--- config.mk ---
export PLATFORM = sky130hd
export DESIGN_NAME = fetch_sequencer_flat
export DESIGN_NICKNAME = d
export VERILOG_FILES = /design/src/rtl/fetch_sequencer_if.sv /design/src/rtl/fetch_sequencer.sv /design/src/flat_wrapper.sv
export SDC_FILE = /design/constraint.sdc
export NUM_CORES = 1
export LEC_CHECK = 0
export BUFFER_PORTS_ARGS = -buffer_cell sky130_fd_sc_hd__buf_4
export CAP_MARGIN = 25
export CORE_MARGIN = 3
export CORE_UTILIZATION = 30
export DETAILED_ROUTE_END_ITERATION = 12
export PLACE_DENSITY = 0.58
export SETUP_SLACK_MARGIN = 0.1
export SLEW_MARGIN = 20
export SYNTH_ARGS = -nofsm -noshare
export SYNTH_HDL_FRONTEND = slang
export SYNTH_SLANG_ARGS = --single-unit
--- constraint.sdc ---
create_clock -name clk -period 2.5 [get_ports clk]
set_clock_uncertainty 0.2 [all_clocks]
set_input_delay 0.5 -clock clk [delete_from_list [all_inputs] [get_ports clk]]
set_output_delay 0.5 -clock clk [all_outputs]
set_load 0.005 [all_outputs]
--- src/rtl/fetch_sequencer_if.sv ---
// Fetch-stage bundle: instruction-memory handshake, decode hand-off and control
// inputs from execute, hazard and debug logic.
interface fetch_sequencer_if;
  logic        stall;
  logic        branch_taken;
  logic [31:0] branch_target;
  logic        halt_req;
  logic        imem_req;
  logic [31:0] imem_addr;
  logic        imem_ready;
  logic [31:0] imem_rdata;
  logic [31:0] instr;
  logic [31:0] pc_plus4;
  logic        instr_valid;
  logic        fault;
  logic [1:0]  fsm_state;

  modport master (
    input  stall, branch_taken, branch_target, halt_req, imem_ready, imem_rdata,
    output imem_req, imem_addr, instr, pc_plus4, instr_valid, fault, fsm_state
  );

  modport slave (
    output stall, branch_taken, branch_target, halt_req, imem_ready, imem_rdata,
    input  imem_req, imem_addr, instr, pc_plus4, instr_valid, fault, fsm_state
  );
endinterface

--- src/rtl/fetch_sequencer.sv ---
// Instruction-fetch sequencer: owns the PC, runs the imem request/ready handshake
// and hands instr / PC+4 to decode, with redirect, stall, halt and timeout fault.
//
// state  | meaning
// BOOT   | one cycle after reset before the first request
// FETCH  | issuing requests and accepting instructions
// HALTED | no requests; pending instruction may still drain to decode
// FAULT  | memory timed out; sticky until reset
module fetch_sequencer #(
  parameter logic [31:0] RESET_PC    = 32'h0000_0000,
  parameter int          MEM_TIMEOUT = 16
) (
  input logic               clk,
  input logic               reset_n,
  fetch_sequencer_if.master bus
);

  localparam int CW = $clog2(MEM_TIMEOUT + 1);
  localparam logic [CW-1:0] TC = CW'(MEM_TIMEOUT - 1);

  typedef enum logic [1:0] {
    S_BOOT   = 2'd0,
    S_FETCH  = 2'd1,
    S_HALTED = 2'd2,
    S_FAULT  = 2'd3
  } state_t;

  state_t        r_state, w_state_nxt;
  logic [31:0]   r_pc, w_pc_nxt;
  logic [31:0]   r_instr, w_instr_nxt;
  logic [31:0]   r_pc_plus4, w_pc_plus4_nxt;
  logic          r_instr_valid, w_instr_valid_nxt;
  logic          r_fault, w_fault_nxt;
  logic [CW-1:0] r_count, w_count_nxt;

  logic w_req;
  logic w_accept;
  logic w_redirect;
  logic w_waiting;

  always_ff @(posedge clk or negedge reset_n) begin
    if (!reset_n) begin
      r_state       <= S_BOOT;
      r_pc          <= RESET_PC;
      r_instr       <= '0;
      r_pc_plus4    <= '0;
      r_instr_valid <= 1'b0;
      r_fault       <= 1'b0;
      r_count       <= '0;
    end else begin
      r_state       <= w_state_nxt;
      r_pc          <= w_pc_nxt;
      r_instr       <= w_instr_nxt;
      r_pc_plus4    <= w_pc_plus4_nxt;
      r_instr_valid <= w_instr_valid_nxt;
      r_fault       <= w_fault_nxt;
      r_count       <= w_count_nxt;
    end
  end

  always_comb begin
    w_req = (r_state == S_FETCH) && !bus.branch_taken && !(r_instr_valid && bus.stall);
    w_accept   = w_req && bus.imem_ready;
    w_waiting  = w_req && !bus.imem_ready;
    w_redirect = bus.branch_taken && (r_state != S_FAULT);

    w_state_nxt       = r_state;
    w_pc_nxt          = r_pc;
    w_instr_nxt       = r_instr;
    w_pc_plus4_nxt    = r_pc_plus4;
    w_instr_valid_nxt = r_instr_valid;
    w_fault_nxt       = r_fault;
    w_count_nxt       = '0;

    case (r_state)
      S_BOOT:   w_state_nxt = S_FETCH;
      S_FETCH: begin
        // a redirect defers the halt decision to the following cycle
        if (!w_redirect) begin
          if (w_waiting && (r_count == TC))
            w_state_nxt = S_FAULT;
          else if (bus.halt_req && (!w_req || w_accept))
            w_state_nxt = S_HALTED;
        end
      end
      S_HALTED: begin
        if (!w_redirect && !bus.halt_req)
          w_state_nxt = S_FETCH;
      end
      default:  w_state_nxt = S_FAULT;
    endcase

    if (w_redirect) begin
      w_pc_nxt          = bus.branch_target & 32'hFFFF_FFFC;
      w_instr_valid_nxt = 1'b0;
    end else if (w_accept) begin
      w_instr_nxt       = bus.imem_rdata;
      w_pc_plus4_nxt    = r_pc + 32'd4;
      w_pc_nxt          = r_pc + 32'd4;
      w_instr_valid_nxt = 1'b1;
    end else if (r_instr_valid && !bus.stall) begin
      w_instr_valid_nxt = 1'b0;
    end

    if (w_waiting)
      w_count_nxt = r_count + CW'(1);

    if (w_state_nxt == S_FAULT) begin
      w_instr_valid_nxt = 1'b0;
      w_fault_nxt       = 1'b1;
      w_count_nxt       = '0;
    end
  end

  assign bus.imem_req    = w_req;
  assign bus.imem_addr   = r_pc;
  assign bus.instr       = r_instr;
  assign bus.pc_plus4    = r_pc_plus4;
  assign bus.instr_valid = r_instr_valid;
  assign bus.fault       = r_fault;
  assign bus.fsm_state   = r_state;

endmodule

--- src/flat_wrapper.sv ---
// flat-port wrapper written by rule: the top's interface ports become plain ports
module fetch_sequencer_flat 
#(
  parameter logic [31:0] RESET_PC    = 32'h0000_0000,
  parameter int          MEM_TIMEOUT = 16
)
  (clk, reset_n, bus_stall, bus_branch_taken, bus_branch_target, bus_halt_req, bus_imem_ready, bus_imem_rdata, bus_imem_req, bus_imem_addr, bus_instr, bus_pc_plus4, bus_instr_valid, bus_fault, bus_fsm_state);
  fetch_sequencer_if bus_i ();
  input logic clk;
  input logic reset_n;
  input wire logic [$bits(bus_i.stall)-1:0] bus_stall;
  input wire logic [$bits(bus_i.branch_taken)-1:0] bus_branch_taken;
  input wire logic [$bits(bus_i.branch_target)-1:0] bus_branch_target;
  input wire logic [$bits(bus_i.halt_req)-1:0] bus_halt_req;
  input wire logic [$bits(bus_i.imem_ready)-1:0] bus_imem_ready;
  input wire logic [$bits(bus_i.imem_rdata)-1:0] bus_imem_rdata;
  output wire logic [$bits(bus_i.imem_req)-1:0] bus_imem_req;
  output wire logic [$bits(bus_i.imem_addr)-1:0] bus_imem_addr;
  output wire logic [$bits(bus_i.instr)-1:0] bus_instr;
  output wire logic [$bits(bus_i.pc_plus4)-1:0] bus_pc_plus4;
  output wire logic [$bits(bus_i.instr_valid)-1:0] bus_instr_valid;
  output wire logic [$bits(bus_i.fault)-1:0] bus_fault;
  output wire logic [$bits(bus_i.fsm_state)-1:0] bus_fsm_state;
  assign bus_i.stall = bus_stall;
  assign bus_i.branch_taken = bus_branch_taken;
  assign bus_i.branch_target = bus_branch_target;
  assign bus_i.halt_req = bus_halt_req;
  assign bus_i.imem_ready = bus_imem_ready;
  assign bus_i.imem_rdata = bus_imem_rdata;
  assign bus_imem_req = bus_i.imem_req;
  assign bus_imem_addr = bus_i.imem_addr;
  assign bus_instr = bus_i.instr;
  assign bus_pc_plus4 = bus_i.pc_plus4;
  assign bus_instr_valid = bus_i.instr_valid;
  assign bus_fault = bus_i.fault;
  assign bus_fsm_state = bus_i.fsm_state;
  fetch_sequencer #(.RESET_PC(RESET_PC), .MEM_TIMEOUT(MEM_TIMEOUT)) u_core (.clk(clk), .reset_n(reset_n), .bus(bus_i));
endmodule
==> key figures <==
Run status
  – Status: completed

Power and ir drop
  – Power per Cell Area: 953 nW/um2
  – Static leakage: 0.00317 uW
  – Max VDD drop: 0.533 mV

Floorplan
  – Die width: 132 um
  – Full die area: 17500 um2
  – Std cell rows: 45
  – Die H: 132 um
  – Starting Density: 31.1%
  – IO Count: 171
  – CORE AREA: 15400 um2

Synth
  – Yosys top cell area share: 52.7%
  – Async SR Flop Fraction: 100%
  – Syn. warnings: 0
  – Main combinational cell family by area after synthesis: simple AND/OR/NAND/NOR gates
  – Post-Synth Simple-Gate Area: 12.9%
  – Yosys reg bits: 101
  – Yosys top cell by area: dfrtp_1
  – Synth Area in XOR/XNOR: 5.48%
  – Compound-Gate Fraction of Synth Area: 11.9%
  – Adder-cell share of the synthesized area: 0.782%
  – Top FF cell, synth: dfrtp_1
  – Top cells by area, synth: dfrtp_1 (53%), mux2_4 (10%), xor2_1 (3.5%)
  – Distinct cells, synth: 41
  – Mux cell area share after synthesis: 10.5%
  – Seq/Total Area, Yosys: 52.7%
  – Synthesized area: 4800 um2
  – Cells after Synth: 418
  – Synth Area per Inst: 11.5 um2
  – EDFF count, synth: 0

CTS
  – Root Driver: clkbuf_16
  – Clock sink total: 101
  – Clock transition at the registers of the reported paths: 70 ps
  – Htree depth: 3
  – Clock buffer count from CTS: 9
  – Cts hold-fix bufs: 0
  – CTS max path bufs: 2
  – CTS tree: done
  – Clk Latency, worst-skew pair: 340 ps

Detailed routing
  – Vias per cell: 4.78
  – Drt pass-1 iters: 4
  – Vias: 3788
  – Final wirelength: 13.1 mm
  – Post-route antenna net violation count: 0
  – Post-route DRC: 0
  – Initial drt markers: 212
  – WL per Instance: 16.5 um

Global routing
  – GR Util met3: 6.65%
  – First-pass GRT wire length: 20.8 mm
  – Vias in the first global route: 3872
  – Initial antenna violation count: 0
  – Met1 GRT Util: 19.6%
  – Largest net degree at the start of global routing: 102
  – Met2 Use GR: 22.9%
  – GR Overflow Total: 0
  – GR Util All Layers: 14.8%
  – GR peak layer: met2

Timing
  – Max Transition Viols Final: 0
  – Worst slew pin tran: 554 ps
  – F_max: 0.442 GHz
  – Period utilization: 90.5%
  – Setup TNS: 0 ps
  – Final Hold Viols: 0
  – Fin crit period: 2260 ps
  – RSZ-0062 raised after global routing: no
  – Final setup violation count: 0
  – Slew HR: 63.1%
  – Hold WS: 18.0 ps

Worst setup path
  – R2R depth: 5
  – Setup CP Type: flip-flop to flip-flop
  – Crit. End Element: flip-flop
  – Worst reg-to-reg setup slack: 240 ps
  – Reg-to-reg startpoint: u_core.bus.fsm_state[1]
  – Worst EP arrival: 2340 ps
  – CP Launch Type: flip-flop
  – Reg-to-Reg End: u_core.bus.imem_addr[9]
  – CP Data Required Time: 2580 ps
  – CP max FO: 35

Job
  – Number of max-cap violations: 0

Placement
  – Placed cell areas: 6180 um2
  – RD Place Congestion: 0.782
  – Post-Place Cells: 777
  – Post-DP HPWL: 9.24 mm
  – Port-buffer cells: 164

Hold path
  – HP Class: input pin to asynchronous set/reset pin

Finish
  – Layout overhead on the synthesized area: 36.1%
  – Register area: 2530 um2
  – Commonest non-fill, non-tap cell in the layout: buf_4
  – Fin nets: 651
  – Ant diodes: 0
  – Design area: 6530 um2
  – Layout cells sized above 1: 39.6%
  – Multi-input gate area: 2020 um2
  – Fin cells: 792
  – Filler Cells Inserted: 1490
  – Final Util: 42.3%
  – Commonest non-fill, non-tap cells in the layout: buf_4 (173), dfrtp_1 (101), nand2_1 (44), mux2_4 (33), o21ai_0 (29)
## report_power, final
part / leakage (uW) / total [uW] / switching, uW / internal, uW
sequential: 0.00127 / 2700 / 566 / 2140
combinational: 0.00174 / 1910 / 721 / 1190
clock: 0.000161 / 1610 / 618 / 996
## cell families after synthesis
family,Yosys count
simple gates,118
flops,101
compound gates,94
buf+inv,37
mux,34
xor+xnor,30
fa+ha+maj,3
other cells,1
## worst max path at each step
stage                                 start                       to
floorplan                         bus_stall      u_core.bus.instr[0]
global placement                  bus_stall  u_core.bus.imem_addr[9]
detailed placement                bus_stall  u_core.bus.imem_addr[9]
CTS                 u_core.bus.fsm_state[1]  u_core.bus.imem_addr[9]
global route        u_core.bus.fsm_state[1]  u_core.bus.imem_addr[9]
finish              u_core.bus.fsm_state[1]  u_core.bus.imem_addr[9]
## layout make-up
type	instances	share of cell area [%]
clock buffers	10	3.66
clock inverters	4	1.49
inverters	7	0.402
multi-input cells	283	30.9
flip-flops and latches	101	38.7
well taps	211	4.04
repair buffers	176	20.8
## repair_timing
action | in CTS | in global routing
buffers inserted | 0 | 1
gates resized for setup | 0 | 1
setup endpoints to repair | 0 | 4
## synthesized netlist by cell type, drive strengths merged, types with 2 or more instances
cell / count
and3: 9
buf: 16
a21o: 3
inv: 7
clkbuf: 14
a22oi: 14
nor3: 5
nor4: 6
mux2: 33
o21ai: 55
o311ai: 4
nand2: 45
nor2: 15
ha: 3
nand4b: 2
nor3b: 3
a21oi: 8
dfrtp: 101
xnor2: 11
nand3: 11
xor2: 19
nand4: 14
and2: 3
a221o: 8
## sequential cells by signal, indices dropped and copies added (netlist names)
name	count
u_core.bus.fault	1
u_core.bus.fsm_state	2
u_core.bus.imem_addr	30
u_core.bus.instr	32
u_core.bus.instr_valid	1
u_core.bus.pc_plus4	30
u_core.r_count	5
## worst max-delay path: stages (launching register included)
cell	delay, ps
dfrtp_1	440
nand2b_2	220
or4b_4	670
buf_12	250
nor4_1	270
a221o_1	150
## stage by stage
stage / total power [uW] / setup WS (ps)
6_report: 6220 / 238
5_1_grt: 6660 / 130
4_1_cts: 6320 / 220
3_5_place_dp: 4660 / 50.8
3_3_place_gp: 4610 / 77.4
2_1_floorplan: 3470 / 298
## routing by layer
layer  wire, um  vias up  part of all wire, %
met5          0        -                    0
li1           -     1798                    -
met4         50        0                 0.38
met1       5980     1839                   46
met2       5890      147                   45
met3       1130        4                  8.7
Note: power is estimated with default switching activity, not from simulation.
